File: config.mk
export PLATFORM = sky130hd
export DESIGN_NAME = count_seq_monitor
export DESIGN_NICKNAME = d
export VERILOG_FILES = /design/src/rtl/count_mon_pkg.sv /design/src/rtl/sat_counter.sv /design/src/rtl/count_seq_monitor.sv
export SDC_FILE = /design/constraint.sdc
export NUM_CORES = 1
export LEC_CHECK = 0
export CAP_MARGIN = 20
export CORE_ASPECT_RATIO = 1.75
export CORE_MARGIN = 3
export CORE_UTILIZATION = 34
export CTS_BUF_LIST = sky130_fd_sc_hd__clkbuf_8 sky130_fd_sc_hd__clkbuf_16
export DETAILED_ROUTE_END_ITERATION = 6
export HOLD_SLACK_MARGIN = 0.12
export PLACE_DENSITY = 0.66
export SLEW_MARGIN = 0
export SYNTH_ARGS = -nofsm -noshare
export SYNTH_HDL_FRONTEND = slang
export SYNTH_SLANG_ARGS = --single-unit
File: constraint.sdc
create_clock -name clk -period 2.6 [get_ports clk]
set_input_delay 0.52 -clock clk [delete_from_list [all_inputs] [get_ports clk]]
set_output_delay 0.52 -clock clk [all_outputs]
set_load 0.01 [all_outputs]
File: src/rtl/count_mon_pkg.sv
// Shared types, defaults and helpers for the count sequence monitor.
// Imported by count_seq_monitor and sat_counter.
package count_mon_pkg;

  localparam int DEF_WIDTH      = 3;
  localparam int DEF_SYNC_LEN   = 2;
  localparam int DEF_ERR_CNT_W  = 8;
  localparam int DEF_WRAP_CNT_W = 8;

  // good_run only needs to reach SYNC_LEN, which is at most 7.
  localparam int GR_W = 3;

  typedef enum logic [1:0] {
    IDLE = 2'd0,
    ACQ  = 2'd1,
    LOCK = 2'd2
  } state_e;

  // Successor of a count value, modulo 2^width.
  function automatic logic [31:0] next_count(
    input logic [31:0] value,
    input int unsigned width
  );
    logic [31:0] mask;
    mask = (width >= 32) ? '1 : ((32'd1 << width) - 32'd1);
    return (value + 32'd1) & mask;
  endfunction

endpackage

File: src/rtl/sat_counter.sv
// Saturating event counter with a level clear.
// Clear beats a same-cycle increment.
module sat_counter
  import count_mon_pkg::*;
#(
  parameter int W = 8
) (
  input  logic         clk,
  input  logic         reset,
  input  logic         clr,
  input  logic         inc,
  output logic [W-1:0] q
);

  logic [W-1:0] cnt_q;

  // Count up on inc, stick at all-ones, clear has priority.
  always_ff @(posedge clk) begin
    if (reset) begin
      cnt_q <= '0;
    end else if (clr) begin
      cnt_q <= '0;
    end else if (inc && (cnt_q != '1)) begin
      cnt_q <= cnt_q + 1'b1;
    end
  end

  assign q = cnt_q;

endmodule

File: src/rtl/count_seq_monitor.sv
// Checks that a counter stream advances by +1 mod 2^WIDTH.
// Locks after a run of good steps; flags and counts breaks.
module count_seq_monitor
  import count_mon_pkg::*;
#(
  parameter int WIDTH      = DEF_WIDTH,
  parameter int SYNC_LEN   = DEF_SYNC_LEN,
  parameter int ERR_CNT_W  = DEF_ERR_CNT_W,
  parameter int WRAP_CNT_W = DEF_WRAP_CNT_W
) (
  input  logic                  clk,
  input  logic                  reset,
  input  logic [WIDTH-1:0]      count_in,
  input  logic                  count_valid,
  input  logic                  clr_stats,
  output logic                  locked,
  output logic                  seq_err,
  output logic                  err_sticky,
  output logic                  wrap_pulse,
  output logic [WRAP_CNT_W-1:0] wrap_cnt,
  output logic [ERR_CNT_W-1:0]  err_cnt,
  output logic [WIDTH-1:0]      last_count
);

  state_e state_q, state_d;

  logic [WIDTH-1:0] prev_q, prev_d;
  logic [GR_W-1:0]  good_q, good_d;
  logic [GR_W-1:0]  good_inc;
  logic [WIDTH-1:0] expect_cnt;

  logic match;
  logic at_max;
  logic seq_err_d, wrap_d;
  logic seq_err_q, wrap_q, sticky_q;

  assign expect_cnt = WIDTH'(next_count(32'(prev_q), WIDTH));
  assign match      = (count_in == expect_cnt);
  assign at_max     = (prev_q == '1);
  assign good_inc   = good_q + 1'b1;

  // Next-state, compare and event decode; only valid samples move anything.
  always_comb begin
    state_d   = state_q;
    prev_d    = prev_q;
    good_d    = good_q;
    seq_err_d = 1'b0;
    wrap_d    = 1'b0;
    if (count_valid) begin
      prev_d = count_in;
      unique case (state_q)
        IDLE: begin
          good_d  = '0;
          state_d = ACQ;
        end
        ACQ: begin
          if (match) begin
            good_d = good_inc;
            if (good_inc == GR_W'(SYNC_LEN)) begin
              state_d = LOCK;
            end
          end else begin
            good_d = '0;
          end
        end
        LOCK: begin
          if (match) begin
            wrap_d = at_max;
          end else begin
            seq_err_d = 1'b1;
            good_d    = '0;
            state_d   = ACQ;
          end
        end
        default: begin
          good_d  = '0;
          state_d = IDLE;
        end
      endcase
    end
  end

  // State, history and one-cycle event pulses.
  always_ff @(posedge clk) begin
    if (reset) begin
      state_q   <= IDLE;
      prev_q    <= '0;
      good_q    <= '0;
      seq_err_q <= 1'b0;
      wrap_q    <= 1'b0;
    end else begin
      state_q   <= state_d;
      prev_q    <= prev_d;
      good_q    <= good_d;
      seq_err_q <= seq_err_d;
      wrap_q    <= wrap_d;
    end
  end

  // Sticky error flag; a clear wins over a same-cycle error.
  always_ff @(posedge clk) begin
    if (reset) begin
      sticky_q <= 1'b0;
    end else if (clr_stats) begin
      sticky_q <= 1'b0;
    end else if (seq_err_d) begin
      sticky_q <= 1'b1;
    end
  end

  sat_counter #(
    .W (ERR_CNT_W)
  ) u_err_cnt (
    .clk   (clk),
    .reset (reset),
    .clr   (clr_stats),
    .inc   (seq_err_d),
    .q     (err_cnt)
  );

  sat_counter #(
    .W (WRAP_CNT_W)
  ) u_wrap_cnt (
    .clk   (clk),
    .reset (reset),
    .clr   (clr_stats),
    .inc   (wrap_d),
    .q     (wrap_cnt)
  );

  assign locked     = (state_q == LOCK);
  assign seq_err    = seq_err_q;
  assign wrap_pulse = wrap_q;
  assign err_sticky = sticky_q;
  assign last_count = prev_q;

endmodule

Word level (Yosys, flattened, before mapping)
Cells that the tools add are included.
W data, S select, Z words.

operators by class
  add/sub/neg operators = 4
  multiply operators = 0
  divide/modulo/power cells = 0
  order comparisons = 0
  equal/unequal tests = 10
  shift operators = 0
  multiplexer cells = 13
  bitwise logic cells = 0
  reduce and logical (&&, ||, !) cells = 6

operators by type and width
  kind                   number
  $add A8 B1 Y8 const B  2
  $ne A8 B8 Y1 const B   2
  $add A3 B1 Y3 const B  2
  $mux W1                6
  $mux W2                3
  $mux W3                2
  $ne A2 B2 Y1 const B   3
  $pmux W2 S3            1
  $pmux W3 S2            1
  $reduce_and A4 Y1      1
  $eq A3 B2 Y1 const B   1
  $eq A3 B3 Y1           1
  $eq A3 B3 Y1 const B   1
  $eq A2 B1 Y1 const B   1
  $eq A2 B2 Y1 const B   1
  $logic_and A1 B1 Y1    2
  $logic_not A2 Y1       1
  $reduce_and A2 Y1      1
  $reduce_or A2 Y1       1

storage, ports and cells
  bits in registers = 27
  bits in latches = 0
  memory bits (writable) = 0
  memory bits (read-only) = 0
  input port bits = 7
  memories kept = 0

Logic depth before layout (Yosys ltp)
  word-level depth = 6
  depth in mapped cells = 7

Hierarchy
A second synthesis with hierarchy kept.

unflattened totals
  cells, all modules = 155
  area total of the unflattened synthesis = 1437.6 µm²

by module, submodules not included
  module             instances  cells each  area each (µm²)
  sat_counter        2          47          435.4
  count_seq_monitor  1          61          566.8

Worst setup path before layout
No wires, ideal clock.

  kind = register -> register
  start point = reg prev_q[0], in the netlist last_count[0]
  end point = reg u_wrap_cnt.cnt_q[7], in the netlist u_wrap_cnt.q[7]
  library setup time = 0.070 ns
  arrival time = 1.923 ns
  data required time = 2.530 ns
  slack = 0.606 ns
  stages on the path, launching flop included = 8
  buffers on the path = 1
  clock period less this slack = 1.994 ns
  cells stage by stage = dfxtp_1 > ha_1 > ha_1 > xnor2_1 > nand4_1 > buf_2 > or4_1 > a21oi_1

between the ends
  cells in the longest elaborated chain, start to end = 6
  elaborated cells between the ends (all ways) = 7

ends and longest elaborated chain
  item                    line                     text
  from (decl)             count_seq_monitor.sv:27  logic [WIDTH-1:0] prev_q, prev_d;
  from (signal assigned)  count_seq_monitor.sv:93  prev_q <= prev_d;
  $add A3 B1 Y3           count_mon_pkg.sv:26      return (value + 32'd1) & mask;
  $eq A3 B3 Y1            count_seq_monitor.sv:38  assign match = (count_in == expect_cnt);
  $mux W1 *               count_seq_monitor.sv:67  if (match) begin
  $mux W1 *               count_seq_monitor.sv:51  unique case (state_q)
  $mux W1 *               count_seq_monitor.sv:49  if (count_valid) begin
  $logic_and A1 B1 Y1 *   sat_counter.sv:23        end else if (inc && (cnt_q != '1)) begin
  to (signal assigned)    sat_counter.sv:24        cnt_q <= cnt_q + 1'b1;
  to (decl)               sat_counter.sv:15        logic [W-1:0] cnt_q;

Mark *: on every way between the ends. The rest lies on a longest branch, timed or not.
A chain may end at the register's enable or synchronous reset.

Final worst setup path
Ends and elaborated chain as after synthesis.

==> metrics <==
ant diodes=0; Die Span Y=92.0 µm; Final ANT Viol Nets=0; sequential fraction of the synthesis area=37.6%; RSZ-0062 raised after global routing=false; Clk pin slew, worst setup/hold paths=0.09 ns; Top FF cell, synth=dfxtp_1; post-CTS sizing=0; GR Overflow Total=0; CP required=2.81 ns; area of the core=3980 µm²; crit path max fanout=8; Syn Nets=178; Yosys top cell by area=dfxtp_1; WHS Endpoint=good_q[1]; RD Place Congestion=0.786; DIE AREA=5080 µm²; Final #Nets=209; H-tree levels=1; Worst Skew=0.00577 ns; first-pass GRT wire length=5.52 mm; Final Hold Violating Endpoints=0; Rel. slew slack=64.1%; Setup Viol. Count Final=0; Synth Register Bits=27; post-synth top area share=37.6%; hold-fix buffers at CTS=0; vias in the first global route=1285; status=finished clean; RR Startpoint=last_count[0]; Max Cap Viol=0; WL per Instance=13.7 µm; routed vias/inst=5.62; fmax=445 MHz; worst hold path type=flip-flop to flip-flop; CTS tree=yes; Setup Fix Bufs, Post-CTS=0; Sink Count=27; Detailed Place HPWL=2.49 mm; Max VDD drop=0.285 mV; minimum clock period=2.25 ns; R2R setup slack=0.35 ns; worst skew pair latency=0.27 ns; Post-route DRC=0; R2R depth=7; Netlist cell types=39; area grow syn2layout=27.2%; Max Slew Vio Count=0; PortBufs=29; EDFF count, synth=0; CTS root buf=clkbuf_8; largest net degree at the start of global routing=17; CP arrival=2.45 ns; Total Wirelength=3.32 mm; Ys Warns=0; top cells by area, synth=dfxtp_1, a21oi_1, ha_1; Setup TNS=0 ns; commonest non-fill, non-tap cell in the layout=clkdlybuf4s50_1; DRT Pass-1 Iters=4; CTS Buffer Depth=2; Post-Synthesis Cells=165; DRT iter0 DRCs=16; P_leak=0.601 nW; Mean Syn Cell Area=8.71 µm²; Power Total=0.734 mW; CP Class=flip-flop to flip-flop; Startpoint Class=flip-flop; Setup crit end kind=flip-flop; Worst R2R End=u_wrap_cnt.q[7]; Worst Hold Depth=2; number of antenna violations at the first check in global routing=0; Via Count=1365; Total Routing Usage GR=14.4%; HP Start=good_q[1]; most frequent cells in the layout=clkdlybuf4s50_1, dfxtp_1, a21oi_1; Ports=30; FFs w/ async S/R, synth=0%; share of cells above drive strength 1=8.72%; initial cell density of the core=36.1%; chip width=55.2 µm; Rows=30; Power Density=401 nW/µm²; synthesized area=1440 µm²; TritonCTS Buffers=3; Worst Tran Pin Value=0.535 ns; Tcrit/Tclk final=86.4%
-- synth_stat cells (all sizes together), types with 2 or more instances --
library cell and count:
inv 2, or3 2, mux2i 3, nand4b 4, a21oi 17, and4b 2, dfxtp 27, and3 2
nand4 6, o21ai 7, xor2 3, nand2 11, xnor2 4, nor2b 2, buf 2, o41ai 3
or2 3, nor3 2, ha 6, o31ai 8, nor2 14, or4 8, clkbuf 5, nand3 10
-- report_power, final --
part           switching, mW  internal [mW]
sequential           0.00650          0.417
clock                  0.130          0.107
combinational         0.0401         0.0320
total                  0.177          0.557
-- critical path: stages, from the launching register on --
cell and delay, ns:
dfxtp_1 0.38, ha_1 0.22, ha_1 0.32, xnor2_1 0.28, nand4_1 0.23, buf_4 0.22, or4_1 0.39, a21oi_1 0.14
-- cell families after synthesis --
logic type               share of synthesized area, %
buffers and inverters                            2.96
AND/OR/NAND/NOR                                  27.9
AO/OA/AOI/OAI                                    18.9
multiplexers                                     2.09
adder cells (fa/ha/maj)                          5.22
XOR/XNOR                                         5.31
flip-flops                                       37.6
-- through the flow --
step	utilization [%]	cell area (µm²)	setup WS [ns]	hold slack [ns]	std cells
2_1_floorplan	-	1440	0.606	0.449	165
3_3_place_gp	44.8	1780	0.251	0.453	239
3_5_place_dp	44.8	1780	0.198	0.471	239
4_1_cts	46.0	1830	0.344	0.484	243
5_1_grt	46.0	1830	0.172	0.515	243
6_report	46.0	1830	0.355	0.478	243
-- registers in the layout, summed over array words and instances, names as in the netlist --
signal	cells
u_err_cnt.q	8
u_wrap_cnt.q	8
good_q	3
last_count	3
state_q	2
err_sticky	1
seq_err	1
wrap_pulse	1
-- area by class of cell --
cell class | instances | area (µm²)
Clock buffer | 3 | 41.3
Clock inverter | 1 | 5.00
Fill cell | 416 | 2150
Inverter | 2 | 7.51
Multi-Input combinational cell | 129 | 855
Sequential cell | 27 | 541
Tap cell | 48 | 60.1
Timing Repair Buffer | 33 | 320
-- how the worst max path moves through the flow --
| stage | from | endpoint | slack, ns |
|---|---|---|---|
| 2_1_floorplan | last_count[0] | u_wrap_cnt.q[7] | 0.61 |
| 3_3_place_gp | count_in[1] | u_wrap_cnt.q[7] | 0.25 |
| 3_5_place_dp | count_in[0] | u_err_cnt.q[5] | 0.20 |
| 4_1_cts | last_count[0] | u_wrap_cnt.q[7] | 0.34 |
| 5_1_grt | last_count[0] | u_wrap_cnt.q[7] | 0.17 |
| 6_report | last_count[0] | u_wrap_cnt.q[7] | 0.35 |
-- routing by layer --
layer	vias up	global-route usage [%]	part of all wire, %
li1	685	-	-
met1	647	16.8	41
met2	27	23.7	54
met3	6	1.95	3.4
met4	0	8.11	2.2
met5	-	0	0
Note: power is estimated with default switching activity, not from simulation.
